==> config.mk <==
export PLATFORM = sky130hd
export DESIGN_NAME = imem_loader
export DESIGN_NICKNAME = d
export VERILOG_FILES = /design/src/rtl/imem_loader.sv
export SDC_FILE = /design/constraint.sdc
export NUM_CORES = 1
export LEC_CHECK = 0
export CORE_MARGIN = 2
export CORE_UTILIZATION = 45
export DETAILED_ROUTE_END_ITERATION = 6
export GPL_TIMING_DRIVEN = 1
export PLACE_DENSITY = 0.78
export SLEW_MARGIN = 20
export SYNTH_ARGS = -nofsm -noshare
export SYNTH_HDL_FRONTEND = slang
export SYNTH_SLANG_ARGS = --single-unit
==> constraint.sdc <==
create_clock -name clk_i -period 2.7 [get_ports clk_i]
set_input_delay 0.405 -clock clk_i [delete_from_list [all_inputs] [get_ports clk_i]]
set_output_delay 0.405 -clock clk_i [all_outputs]
set_load 0.05 [all_outputs]
==> src/rtl/imem_loader.sv <==
`default_nettype none
// ============================================================================
//  Module   : imem_loader
//  Purpose  : Program loader for the single-cycle core's instruction memory.
//             Consumes a header-prefixed word stream (header = word count N,
//             followed by N instruction words) over valid/ready and issues
//             one instruction-memory write per word. The core is held out of
//             run until the whole program has been written.
//  Ports    : clk_i, rst_n_i         - clock (rising edge), async active-low reset
//             start_i                - begin a load (accepted in IDLE and RUN)
//             s_valid_i, s_data_i    - stream word in
//             s_ready_o              - loader accepts a word this cycle
//             enable_wimem_o         - one-cycle write strobe per word
//             imem_addr_o, imem_wdata_o - write address / data
//             cpu_run_o              - core released (low = core held)
//             busy_o, done_o, err_o  - load status
//  Revision : 1.0 - initial release
// ============================================================================
module imem_loader #(
    parameter int ADDR_W = 6,
    parameter int DATA_W = 32
) (
    input  logic              clk_i,
    input  logic              rst_n_i,
    input  logic              start_i,
    input  logic              s_valid_i,
    input  logic [DATA_W-1:0] s_data_i,
    output logic              s_ready_o,
    output logic              enable_wimem_o,
    output logic [ADDR_W-1:0] imem_addr_o,
    output logic [DATA_W-1:0] imem_wdata_o,
    output logic              cpu_run_o,
    output logic              busy_o,
    output logic              done_o,
    output logic              err_o
);

    typedef enum logic [2:0] {
        ST_IDLE  = 3'd0,
        ST_LEN   = 3'd1,
        ST_LOAD  = 3'd2,
        ST_FLUSH = 3'd3,
        ST_RUN   = 3'd4
    } state_t;

    // Memory depth expressed at full stream-word width so the header is
    // range-checked against every bit, not just the low ADDR_W+1 bits.
    localparam logic [DATA_W-1:0] DEPTH = DATA_W'(1) << ADDR_W;
    localparam logic [ADDR_W:0]   ONE   = (ADDR_W+1)'(1);

    state_t            state;
    logic [ADDR_W-1:0] addr;
    logic [ADDR_W:0]   remaining;
    logic              handshake;
    logic              hdr_bad;

    assign handshake = s_valid_i & s_ready_o;
    assign hdr_bad   = (s_data_i == '0) || (s_data_i > DEPTH);

    // Status outputs decoded purely from the state register.
    assign s_ready_o = (state == ST_LEN) || (state == ST_LOAD);
    assign busy_o    = (state == ST_LEN) || (state == ST_LOAD) || (state == ST_FLUSH);
    assign cpu_run_o = (state == ST_RUN);
    assign done_o    = (state == ST_RUN);

    always_ff @(posedge clk_i or negedge rst_n_i) begin
        if (!rst_n_i) begin
            state          <= ST_IDLE;
            addr           <= '0;
            remaining      <= '0;
            enable_wimem_o <= 1'b0;
            imem_addr_o    <= '0;
            imem_wdata_o   <= '0;
            err_o          <= 1'b0;
        end else begin
            // Write strobe is a single-cycle pulse unless re-armed below.
            enable_wimem_o <= 1'b0;

            case (state)
                ST_IDLE, ST_RUN: begin
                    if (start_i) begin
                        state <= ST_LEN;
                        err_o <= 1'b0;
                    end
                end

                ST_LEN: begin
                    if (handshake) begin
                        if (hdr_bad) begin
                            state <= ST_IDLE;
                            err_o <= 1'b1;
                        end else begin
                            state     <= ST_LOAD;
                            remaining <= s_data_i[ADDR_W:0];
                            addr      <= '0;
                        end
                    end
                end

                ST_LOAD: begin
                    if (handshake) begin
                        enable_wimem_o <= 1'b1;
                        imem_addr_o    <= addr;
                        imem_wdata_o   <= s_data_i;
                        // addr may roll over after the last word of a full
                        // load, but no further write is ever issued from it.
                        addr           <= addr + 1'b1;
                        remaining      <= remaining - ONE;
                        if (remaining == ONE) begin
                            state <= ST_FLUSH;
                        end
                    end
                end

                // One cycle in which the final write pulse is presented.
                ST_FLUSH: begin
                    state <= ST_RUN;
                end

                default: begin
                    state <= ST_IDLE;
                end
            endcase
        end
    end

endmodule
`default_nettype wire

# [Word level (Yosys, flattened, before mapping)]
# Cells that the tools add are included.
[totals] output_inout_bits=44 word_cells=54 in_bits=36 reg_bits=56
[classes] n_reduce_logical=12 magnitude_cmp=1 n_bitwise=1 n_eq_ne=11 add_sub_neg=2 muxes=20
[ops] cell="> comparator 32 x 7 -> 1 bit, second input constant" count=1
[ops] cell="zero test 32 bit" count=1
[ops] cell="2-to-1 mux 7 bit" count=3
[ops] cell="2-to-1 mux 6 bit" count=3
[ops] cell="case mux 7 bit (2 select lines)" count=1
[ops] cell="2-to-1 mux 3 bit" count=4
[ops] cell="case mux 3 bit (4 select lines)" count=1
[ops] cell="case mux 6 bit (2 select lines)" count=1
[ops] cell="AND reduction 4 bit" count=3
[ops] cell="inequality test 2 bit, second input constant" count=5
[ops] cell="equality test 7 x 1 -> 1 bit, second input constant" count=1
[ops] cell="subtractor 7 x 1 -> 7 bit, second input constant" count=1
[ops] cell="adder 6 x 1 -> 6 bit, second input constant" count=1
[ops] cell="equality test 3 x 2 -> 1 bit, second input constant" count=2
[ops] cell="2-to-1 mux 1 bit" count=5
[ops] cell="nonzero test 2 bit" count=2
[ops] cell="equality test 3 x 1 -> 1 bit, second input constant" count=1
[ops] cell="equality test 3 bit, second input constant" count=1
[ops] cell="zero test 3 bit" count=1
[ops] cell="logical OR 1 bit" count=3
[ops] cell="2-to-1 mux 2 bit" count=1
[ops] cell="inequality test 2 x 1 -> 1 bit, second input constant" count=1
[ops] cell="case mux 1 bit (2 select lines)" count=1
[ops] cell="AND reduction 2 bit" count=1
[ops] cell="other kinds (2)" count=2

# [Depth between registers and ports, before layout]
# Gate-level depths: netlist (run 1).
[depth] depth_word=5 depth_mapped=7 mapped_depth_nobuf=6

# [Worst setup path after synthesis (run 1)]
# No wires, ideal clock.
[synth_timing] path_type="input-to-reg" startpoint="in s_data_i[0]" endpoint="reg remaining[2]" arrival_ns=1.827 slack_ns=0.733 setup_time_ns=0.140 path_buffers=0 path_stages=5 t_required_ns=2.560 cell_sequence="or4_4 > or4_4 > and4_4 > o21ai_4 > a221oi_1"
[synth_between] elab_chain_cells=4 elab_cells_between_ends=5 classes_between="1 x order compare; 1 x eq/ne; 3 x reduce/logical"
[synth_rtl] item="from (decl)" line_no="27" text="input logic [DATA_W-1:0] s_data_i,"
[synth_rtl] item="> comparator 32 x 7 -> 1 bit or zero test 32 bit (tied branches)" line_no="58" text="assign hdr_bad = (s_data_i == '0) || (s_data_i > DEPTH);"
[synth_rtl] item="logical OR 1 bit *" line_no="58"
[synth_rtl] item="inequality test 2 bit (no line) *"
[synth_rtl] item="AND reduction 4 bit (no line) *"
[synth_rtl] item="to (signal assigned)" line_no="94" text="remaining <= s_data_i[ADDR_W:0];"
[synth_rtl] item="to (signal assigned)" line_no="108" text="remaining <= remaining - ONE;"
[synth_rtl] item="to (decl)" line_no="53" text="logic [ADDR_W:0] remaining;"
# Mark *: on every way between the ends. The rest lies on a longest branch, timed or not.
# A chain may end at the register's enable or synchronous reset.

# [Worst setup path after layout (run 1)]
[layout_timing] startpoint="reg state[0]" endpoint="out cpu_run_o"
[layout_between] elab_chain_cells=1
[layout_rtl] item="from (decl)" line_no="51" text="state_t state;"
[layout_rtl] item="from (signal assigned)" line_no="68" text="state <= ST_IDLE;"
[layout_rtl] item="from (signal assigned)" line_no="82" text="state <= ST_LEN;"
[layout_rtl] item="from (signal assigned)" line_no="90" text="state <= ST_IDLE;"
[layout_rtl] item="equality test 3 bit" line_no="63" text="assign cpu_run_o = (state == ST_RUN);"
[layout_rtl] item="to (decl)" line_no="32" text="output logic cpu_run_o,"
# No other way between the ends.

==> results of run 1 <==
[registers in the layout, indices dropped and copies added, names as in the netlist]
name,count
addr,6
enable_wimem_o,1
err_o,1
imem_addr_o,6
imem_wdata_o,32
remaining,7
state,3
[cell usage in the layout, fill, tap and decap left out, types with 2 or more instances in the layout]
| cell type | instances |
|---|---|
| a21oi_1 | 5 |
| a221oi_1 | 2 |
| a22o_1 | 3 |
| a22oi_1 | 4 |
| and3_1 | 3 |
| and4_1 | 2 |
| buf_4 | 3 |
| clkbuf_8 | 7 |
| clkdlybuf4s50_1 | 78 |
| dfrtp_1 | 56 |
| ha_1 | 3 |
| inv_1 | 9 |
| mux2_2 | 38 |
| mux2i_1 | 2 |
| nand2_1 | 7 |
| nand3_1 | 3 |
| nand4_1 | 3 |
| nor2_1 | 9 |
| nor3_1 | 3 |
| nor3b_1 | 2 |
| nor4_1 | 7 |
| o21ai_0 | 9 |
| o2bb2ai_1 | 3 |
| o31ai_1 | 2 |
| or4_4 | 2 |
[cells in the mapped netlist, types with 3 or more instances]
cell type and count:
a21oi_1 5, a22o_1 3, a22oi_1 4, and3_1 3, buf_2 9, dfrtp_1 56
ha_1 3, inv_1 9, mux2_2 38, nand2_1 7, nand3_1 3, nand4_1 3
nor2_1 9, nor3_1 3, nor4_1 7, o21ai_0 9, o2bb2ai_1 3
[layer usage]
metal	up-vias	global-route usage (%)
li1	916	-
met1	928	24.53
met2	71	30.25
met3	9	6.900
met4	0	7.069
met5	-	0
[power by group through the flow]
stage	Sequential (W)	Combinational, W	Clock [W]
2_1_floorplan	0.00243	0.000784	0
3_3_place_gp	0.00149	0.00255	0
3_5_place_dp	0.00151	0.00257	0
4_1_cts	0.00150	0.00258	0.000611
5_1_grt	0.00155	0.00270	0.000634
6_report	0.00149	0.00256	0.000593
[worst max path at each step]
stage	from	end	slack, ns	cells after the start
after floorplan	s_data_i[0]	remaining[2]	0.73	5
after global placement	s_data_i[0]	remaining[2]	0.16	6
after detailed placement	s_data_i[0]	remaining[2]	0.11	6
after CTS	state[0]	cpu_run_o	0.35	4
after global routing	state[0]	cpu_run_o	0.19	4
final	state[0]	cpu_run_o	0.35	4
[layout make-up]
class / instances / area (sq um)
well taps: 72 / 90.09
clock inverters: 1 / 30.03
clock buffers: 7 / 96.34
multi-input cells: 130 / 1065
flip-flops and latches: 56 / 1401
fillers: 431 / 1962
inverters: 9 / 33.78
repair buffers: 83 / 828.3
[metrics by stage]
step | util (%) | worst slack, ns | instance area (sq um) | std cells | total power [W]
floorplan | - | 0.7328 | 2559 | 207 | 0.003217
global placement | 62.08 | 0.1551 | 3418 | 350 | 0.004040
detailed placement | 62.08 | 0.1105 | 3418 | 350 | 0.004081
CTS | 64.37 | 0.3485 | 3545 | 358 | 0.004690
global route | 64.37 | 0.1944 | 3545 | 358 | 0.004888
finish | 64.37 | 0.3525 | 3545 | 358 | 0.004639
[kinds of logic (layout without fill, tap and decap cells)]
group	after synthesis	in the layout	share of synthesized area, %
multiplexers	40	40	17.51
AO/OA/AOI/OAI	35	35	9.878
AND/OR/NAND/NOR	51	51	12.37
XOR/XNOR	1	1	0.3424
buffers and inverters	21	100	3.667
adder cells (fa/ha/maj)	3	3	1.467
flip-flops	56	56	54.77
==> reports/metrics.cfg, run 1 <==
[status]
outcome = finished clean

[detailed_routing]
met3_length_microns = 465
drt-initial-drc-count = 108
top_layer = met4
wirelength_mm = 5.566
vias_per_cell = 5.374
wl_met2_mm = 2.652
first_pass_iters = 4
antenna_left = 0
vias = 1924
drc = 0
met1Wirelength_mm = 2.367
wl_per_cell_microns = 15.55

[clock_tree]
clockBufferDepth = 2
clkTransAtPathRegs_ns = 0.10
cts_max_level = 2
cts-root-buf = clkbuf_8
hold_buffers = 0
clock-sinks = 56
cts_tree = yes
clk_latency_ns = 0.31
ctsResizeCount = 0
cts_made_buffers = 5
cts_setup_buffers = 0

[synthesis]
synth-edff-count = 0
yosys.cell_types.count = 43
yosysTopAreaCellShare_pct = 54.77
synth_seq_area_share_pct = 54.77
synthCells = 207
ys.warnings.count = 0
synth_largest_area_cell = dfrtp_1
synth.area.top_cells = dfrtp_1 (55%), mux2_2 (17%), buf_2 (1.8%)
synth_area_sq_um = 2559
async_flop_share_pct = 100.0
syn_area_per_cell_sq_um = 12.36
syn_nets = 246
ys_ff_latch = 56
ys.flop_type = dfrtp_1

[floorplan]
floorplan.initialDensity_pct = 46.47
num_io_pins = 80
coreArea_sq_um = 5507
die_h_microns = 79.41
row_count = 27
dieArea_sq_um = 6305
die_width_microns = 79.41

[final_layout]
num_antenna_cells = 0
area_growth_pct = 38.53
finalNetCount = 324
drive_gt1_share_pct = 20.98

[timing]
worstMarginPinSlew_ns = 0.7146
timing.final.crit_share_pct = 86.95
slew_viol_final = 0
finalSetupTns_ns = 0
slew_headroom_pct = 52.36
hold_violations = 0
period_needed_ns = 2.348
whs_ns = 0.2182
grt_setup_unrepaired = false
fmax_ghz = 0.4260
fin_worst_skew_ns = 0.009175
setup_viol_count_final = 0

[power]
share_comb_of_total_power_pct = 55.2
swShare_pct = 45.61
peakVddDrop_uv = 805.4
clkPwrFrac_pct = 12.8
power.density_nw_per_um2 = 1309
p_leak_nw = 1.500
switchingPower_w = 0.002116
p_int_w = 0.002524
pwr-share-seq_pct = 32.1

[setup_path]
reg2reg_depth = 5
path_max_fanout = 10
r2r-start = state[2]
r2r-end = remaining[5]
path_cells = nor2_1, nand2_1, inv_1, clkdlybuf4s50_1
end_kind = output pin
worstPathRequired_ns = 2.30
path_delay_family = buffers and inverters
cp-start-kind = register
critPathMaxStageDelay_ns = 0.79
r2r_setup_slack_ns = 0.55
crit_type = register to output pin
cp_num_buf_inv = 2
cp.arrival_ns = 1.94
slowest_stage = clkdlybuf4s50_1

[placed_design]
gp_congestion = 0.8389
portBuffers = 79
place_hpwl_mm = 3.998

[global_route]
grt_pass1_vias = 1967
grt_max_degree = 57
grt_pass1_wl_mm = 9.418
overflow = 0
antenna_found_initial = 0
grt.total_usage_pct = 19.24

[flow_run]
cap_violations = 0

[worst_hold_path]
hp-class = input pin to async pin

(Power assumes the default switching activity.)
==> inputs of run 2 (changes only) <==
--- a/config.mk
+++ b/config.mk
@@ -5,8 +5,8 @@
 export SDC_FILE = /design/constraint.sdc
 export NUM_CORES = 1
 export LEC_CHECK = 0
-export CORE_MARGIN = 2
 export CORE_UTILIZATION = 45
+export CTS_CLUSTER_DIAMETER = 30
 export DETAILED_ROUTE_END_ITERATION = 6
 export GPL_TIMING_DRIVEN = 1
 export PLACE_DENSITY = 0.78
==> constraint.sdc (replaced) <==
create_clock -name clk_i -period 2.7 [get_ports clk_i]
set_input_delay 0.405 -clock clk_i [delete_from_list [all_inputs] [get_ports clk_i]]
set_output_delay 0.405 -clock clk_i [all_outputs]
set_load 0.01 [all_outputs]
==> reports/metrics.cfg, run 2 (synthesis gave the netlist of run 1 again) <==
[floorplan]
dieArea_sq_um = 5992
coreArea_sq_um = 5507
floorplan.initialDensity_pct = 46.47
num_io_pins = 80
die_h_microns = 77.41
row_count = 27
die_width_microns = 77.41

[timing]
fin_worst_skew_ns = 0.002331
worstMarginPinSlew_ns = 0.5936
slew_viol_final = 0
slew_headroom_pct = 60.42
setup_viol_count_final = 0
grt_setup_unrepaired = false
whs_ns = 0.09939
hold_violations = 0
timing.final.crit_share_pct = 84.45
finalSetupTns_ns = 0
fmax_ghz = 0.4386
period_needed_ns = 2.280

[final_layout]
layout_commonest_cell = clkdlybuf4s50_1
final_cell_mix = clkdlybuf4s50_1 (78), dfrtp_1 (56), mux2_2 (38)
biggestRegsByFlops = imem_wdata_o (32), remaining (7)
largest_register = imem_wdata_o
fillers = 416
area_growth_pct = 38.29
finalNetCount = 324
utilization_pct = 64.26
fin_area_sq_um = 3538
largest_reg_flops = 32
num_antenna_cells = 0
drive_gt1_share_pct = 20.63

[clock_tree]
clkTransAtPathRegs_ns = 0.09
cts_setup_buffers = 0
cts_max_level = 2
clockBufferDepth = 2
clock-sinks = 56
cts-root-buf = clkbuf_8
ctsResizeCount = 0
hold_buffers = 0
clk_latency_ns = 0.30
cts_tree = yes
cts_made_buffers = 5

[detailed_routing]
vias_per_cell = 5.369
drc = 0
drt-initial-drc-count = 159
first_pass_iters = 4
wl_per_cell_microns = 15.00
wirelength_mm = 5.369
antenna_left = 0
vias = 1922

[placed_design]
place_hpwl_mm = 3.906
gp_congestion = 0.8330
place_area_sq_um = 3431
portBuffers = 79

[global_route]
grt.total_usage_pct = 19.17
grt_pass1_vias = 1948
overflow = 0
grt_pass1_wl_mm = 9.080
antenna_found_initial = 0
grt_max_degree = 40

[status]
outcome = finished clean

[setup_path]
r2r-start = state[2]
crit_type = input pin to register
path_max_fanout = 8
end_kind = register
path_delay_family = simple AND/OR/NAND/NOR gates
cp.arrival_ns = 2.45
reg2reg_depth = 5
cp_num_buf_inv = 1
worstPathRequired_ns = 2.87
slowest_stage = or4_4
cp_common_cell = or4_4
r2r_setup_slack_ns = 0.68
critPathMaxStageDelay_ns = 0.57
r2r-end = remaining[5]
path_cells = clkdlybuf4s50_1, or4_4, or4_4, and4_4, o21ai_4, a221oi_1
cp-start-kind = input pin

[flow_run]
cap_violations = 0

[power]
power.density_nw_per_um2 = 1023
peakVddDrop_uv = 585.5
finalPower_w = 0.003621
p_leak_nw = 1.496

[worst_hold_path]
hp-class = input pin to async pin

## run 2: changes by cell type in the layout (fill, tap and decap cells not counted), sizes merged
cell	change
clkbuf	-1
clkinv	+1
## run 2: layer usage
metal  vias up  GRT usage, %  part of all wire [%]
li1        914             -                     -
met1       932         24.92                    43
met2        71         30.62                    47
met3         5         6.471                   8.5
met4         0         5.094                   1.0
met5         -             0                     0
## run 2: how the worst max path moves through the flow
stage,from,end,cells after the start
after floorplan,s_data_i[0],remaining[2],5
after global placement,s_data_i[0],remaining[2],6
after detailed placement,s_data_i[0],remaining[4],6
after CTS,s_data_i[0],addr[2],6
after global routing,s_data_i[0],remaining[2],6
final,s_data_i[0],remaining[2],6
## run 2: report_power, final
part           internal (W)  total (W)  switching (W)  leakage [nW]
registers           0.00122    0.00150       0.000280         0.685
logic              0.000988    0.00159       0.000607         0.755
clock network      0.000276   0.000531       0.000255        0.0552
total               0.00248    0.00362        0.00114          1.50
## run 2: cell type report
type	count	area, sq um	area share, %
clock buffer	6	72.57	2.051
clock inverter	2	35.03	0.9901
inverter	9	33.78	0.9547
multi-input combinational	130	1065	30.09
sequential	56	1401	39.60
tap	72	90.09	2.546
timing repair buffer	83	840.8	23.76
## run 2: through the flow
step | instances | setup slack, ns
after floorplan | 207 | 0.7328
after global placement | 350 | 0.1574
after detailed placement | 350 | 0.1082
after CTS | 358 | 0.4432
after global routing | 358 | 0.3582
final | 358 | 0.4199
## run 2: worst reg2reg max path, delay by kind of cell, from the launching register on
| family | cells | cell delay (ns) |
|---|---|---|
| compound gates | 2 | 0.27 |
| simple gates | 3 | 1.18 |
| flops | 1 | 0.49 |
==> inputs of run 3 (changes only) <==
==> constraint.sdc (replaced) <==
create_clock -name clk_i -period 2.1 [get_ports clk_i]
set_input_delay 0.315 -clock clk_i [delete_from_list [all_inputs] [get_ports clk_i]]
set_output_delay 0.315 -clock clk_i [all_outputs]
set_load 0.01 [all_outputs]
==> reports/metrics.cfg, run 3 (synthesis gave the netlist of run 1 again) <==
[placed_design]
place_ws_ns = -0.3468
place_hpwl_mm = 4.101
dp_cells = 359
gp_congestion = 0.8403
portBuffers = 79
place_area_sq_um = 3486

[detailed_routing]
first_pass_iters = 4
drt-initial-drc-count = 118
vias_per_cell = 5.272
drc = 0
vias = 1940
wl_per_cell_microns = 15.02
antenna_left = 0
wirelength_mm = 5.528

[setup_path]
cp_num_buf_inv = 1
crit_cells = 6
slowest_stage = or4_4
endpoint = remaining[1]
end_kind = register
cp-start-kind = input pin
cp_common_cell = or4_4
r2r-start = state[1]
critPathMaxStageDelay_ns = 0.55
cp-startpoint = s_data_i[2]
path_delay_family = simple AND/OR/NAND/NOR gates
r2r_setup_slack_ns = 0.22
reg2reg_depth = 5
path_max_fanout = 8
path_cells = dlygate4sd2_1, or4_4, or4_4, and4_4, o21ai_4, a22oi_2
r2r-end = remaining[5]
worstPathRequired_ns = 2.29
cp.arrival_ns = 2.24
crit_type = input pin to register

[final_layout]
utilization_pct = 65.51
final_cells = 368
layout_commonest_cell = clkdlybuf4s50_1
area_growth_pct = 40.98
drive_gt1_share_pct = 24.66
fillers = 433
finalNetCount = 334
regArea_sq_um = 1401
biggestRegsByFlops = imem_wdata_o (32), remaining (7)
num_antenna_cells = 0
largest_reg_flops = 32
fin_area_sq_um = 3607
final_cell_mix = clkdlybuf4s50_1 (73), dfrtp_1 (56), mux2_2 (38), buf_4 (13)
largest_register = imem_wdata_o
multi_input_area_sq_um = 1087

[timing]
timing.final.crit_share_pct = 97.49
setup_viol_count_final = 0
setup_ws_ns = 0.05276
period_needed_ns = 2.047
slew_viol_final = 0
worstMarginPinSlew_ns = 0.3725
hold_violations = 0
grt_setup_unrepaired = false
fin_worst_skew_ns = 0.006693
slew_headroom_pct = 74.94
finalSetupTns_ns = 0
fmax_ghz = 0.4885

[global_route]
grt_pass1_wl_mm = 9.108
grt_max_degree = 40
antenna_found_initial = 0
overflow = 0
grt_pass1_vias = 1866
grt.total_usage_pct = 19.44

[clock_tree]
clk_latency_ns = 0.31
cts-root-buf = clkbuf_8
cts_made_buffers = 5
cts_tree = yes
clock-sinks = 56
clkTransAtPathRegs_ns = 0.10
clockBufferDepth = 2
cts_max_level = 2

[power]
peakVddDrop_uv = 679.2
power.density_nw_per_um2 = 1291
p_leak_nw = 1.555

[status]
outcome = finished clean

[floorplan]
floorplan.initialDensity_pct = 46.47
num_io_pins = 80
coreArea_sq_um = 5507
row_count = 27
dieArea_sq_um = 5992
die_h_microns = 77.41
die_width_microns = 77.41

[worst_hold_path]
hp-class = input pin to async pin

[flow_run]
cap_violations = 0

## run 3: cell count changes in the layout (fill, tap and decap cells not counted), moves of 2 or more
| cell | change |
|---|---|
| a221oi_1 | -2 |
| a221oi_2 | +2 |
| buf_4 | +11 |
| clkdlybuf4s50_1 | -5 |
| dlygate4sd2_1 | +4 |
## run 3: area by class of cell
class	count	area share, %
Timing Repair Buffer	93	24.97
Multi-Input combinational cell	130	30.14
Clock inverter	1	0.2081
Tap cell	72	2.497
Inverter	9	0.9365
Sequential cell	56	38.85
Clock buffer	7	2.393
## run 3: report_power, final
group          total [W]  switching, W  internal (W)
registers        0.00191      0.000343       0.00156
logic            0.00214      0.000819       0.00132
clock network   0.000611      0.000342      0.000269
total            0.00466       0.00150       0.00315
## run 3: worst min path at each step
stage          slack (ns)  depth (start not counted)               to
5_1_grt              0.02                          2  imem_wdata_o[2]
6_report            0.001                          2         state[1]
2_1_floorplan        0.02                          0          addr[0]
4_1_cts              0.01                          2   imem_addr_o[2]
3_3_place_gp         0.35                          2         state[0]
3_5_place_dp         0.35                          2         state[0]
## run 3: what timing repair did
item,CTS,global route
setup endpoints to repair,1,4
buffers inserted,1,0
resized for setup,7,2
pin swaps,4,1
gates cloned,0,0
hold buffers,0,0
## run 3: per-stage QoR
stage	hold WS [ns]	total power [W]
3_5_place_dp	0.3492	0.004047
4_1_cts	0.009705	0.004689
2_1_floorplan	0.01941	0.002903
3_3_place_gp	0.3452	0.003986
5_1_grt	0.01960	0.004948
6_report	0.0009573	0.004656
## run 3: metal layers
layer	routed length, microns	vias to the layer above	track usage, %
li1	-	934	-
met1	2443	940	25.87
met2	2624	60	29.91
met3	399	6	6.941
met4	60	0	5.472
met5	0	-	0
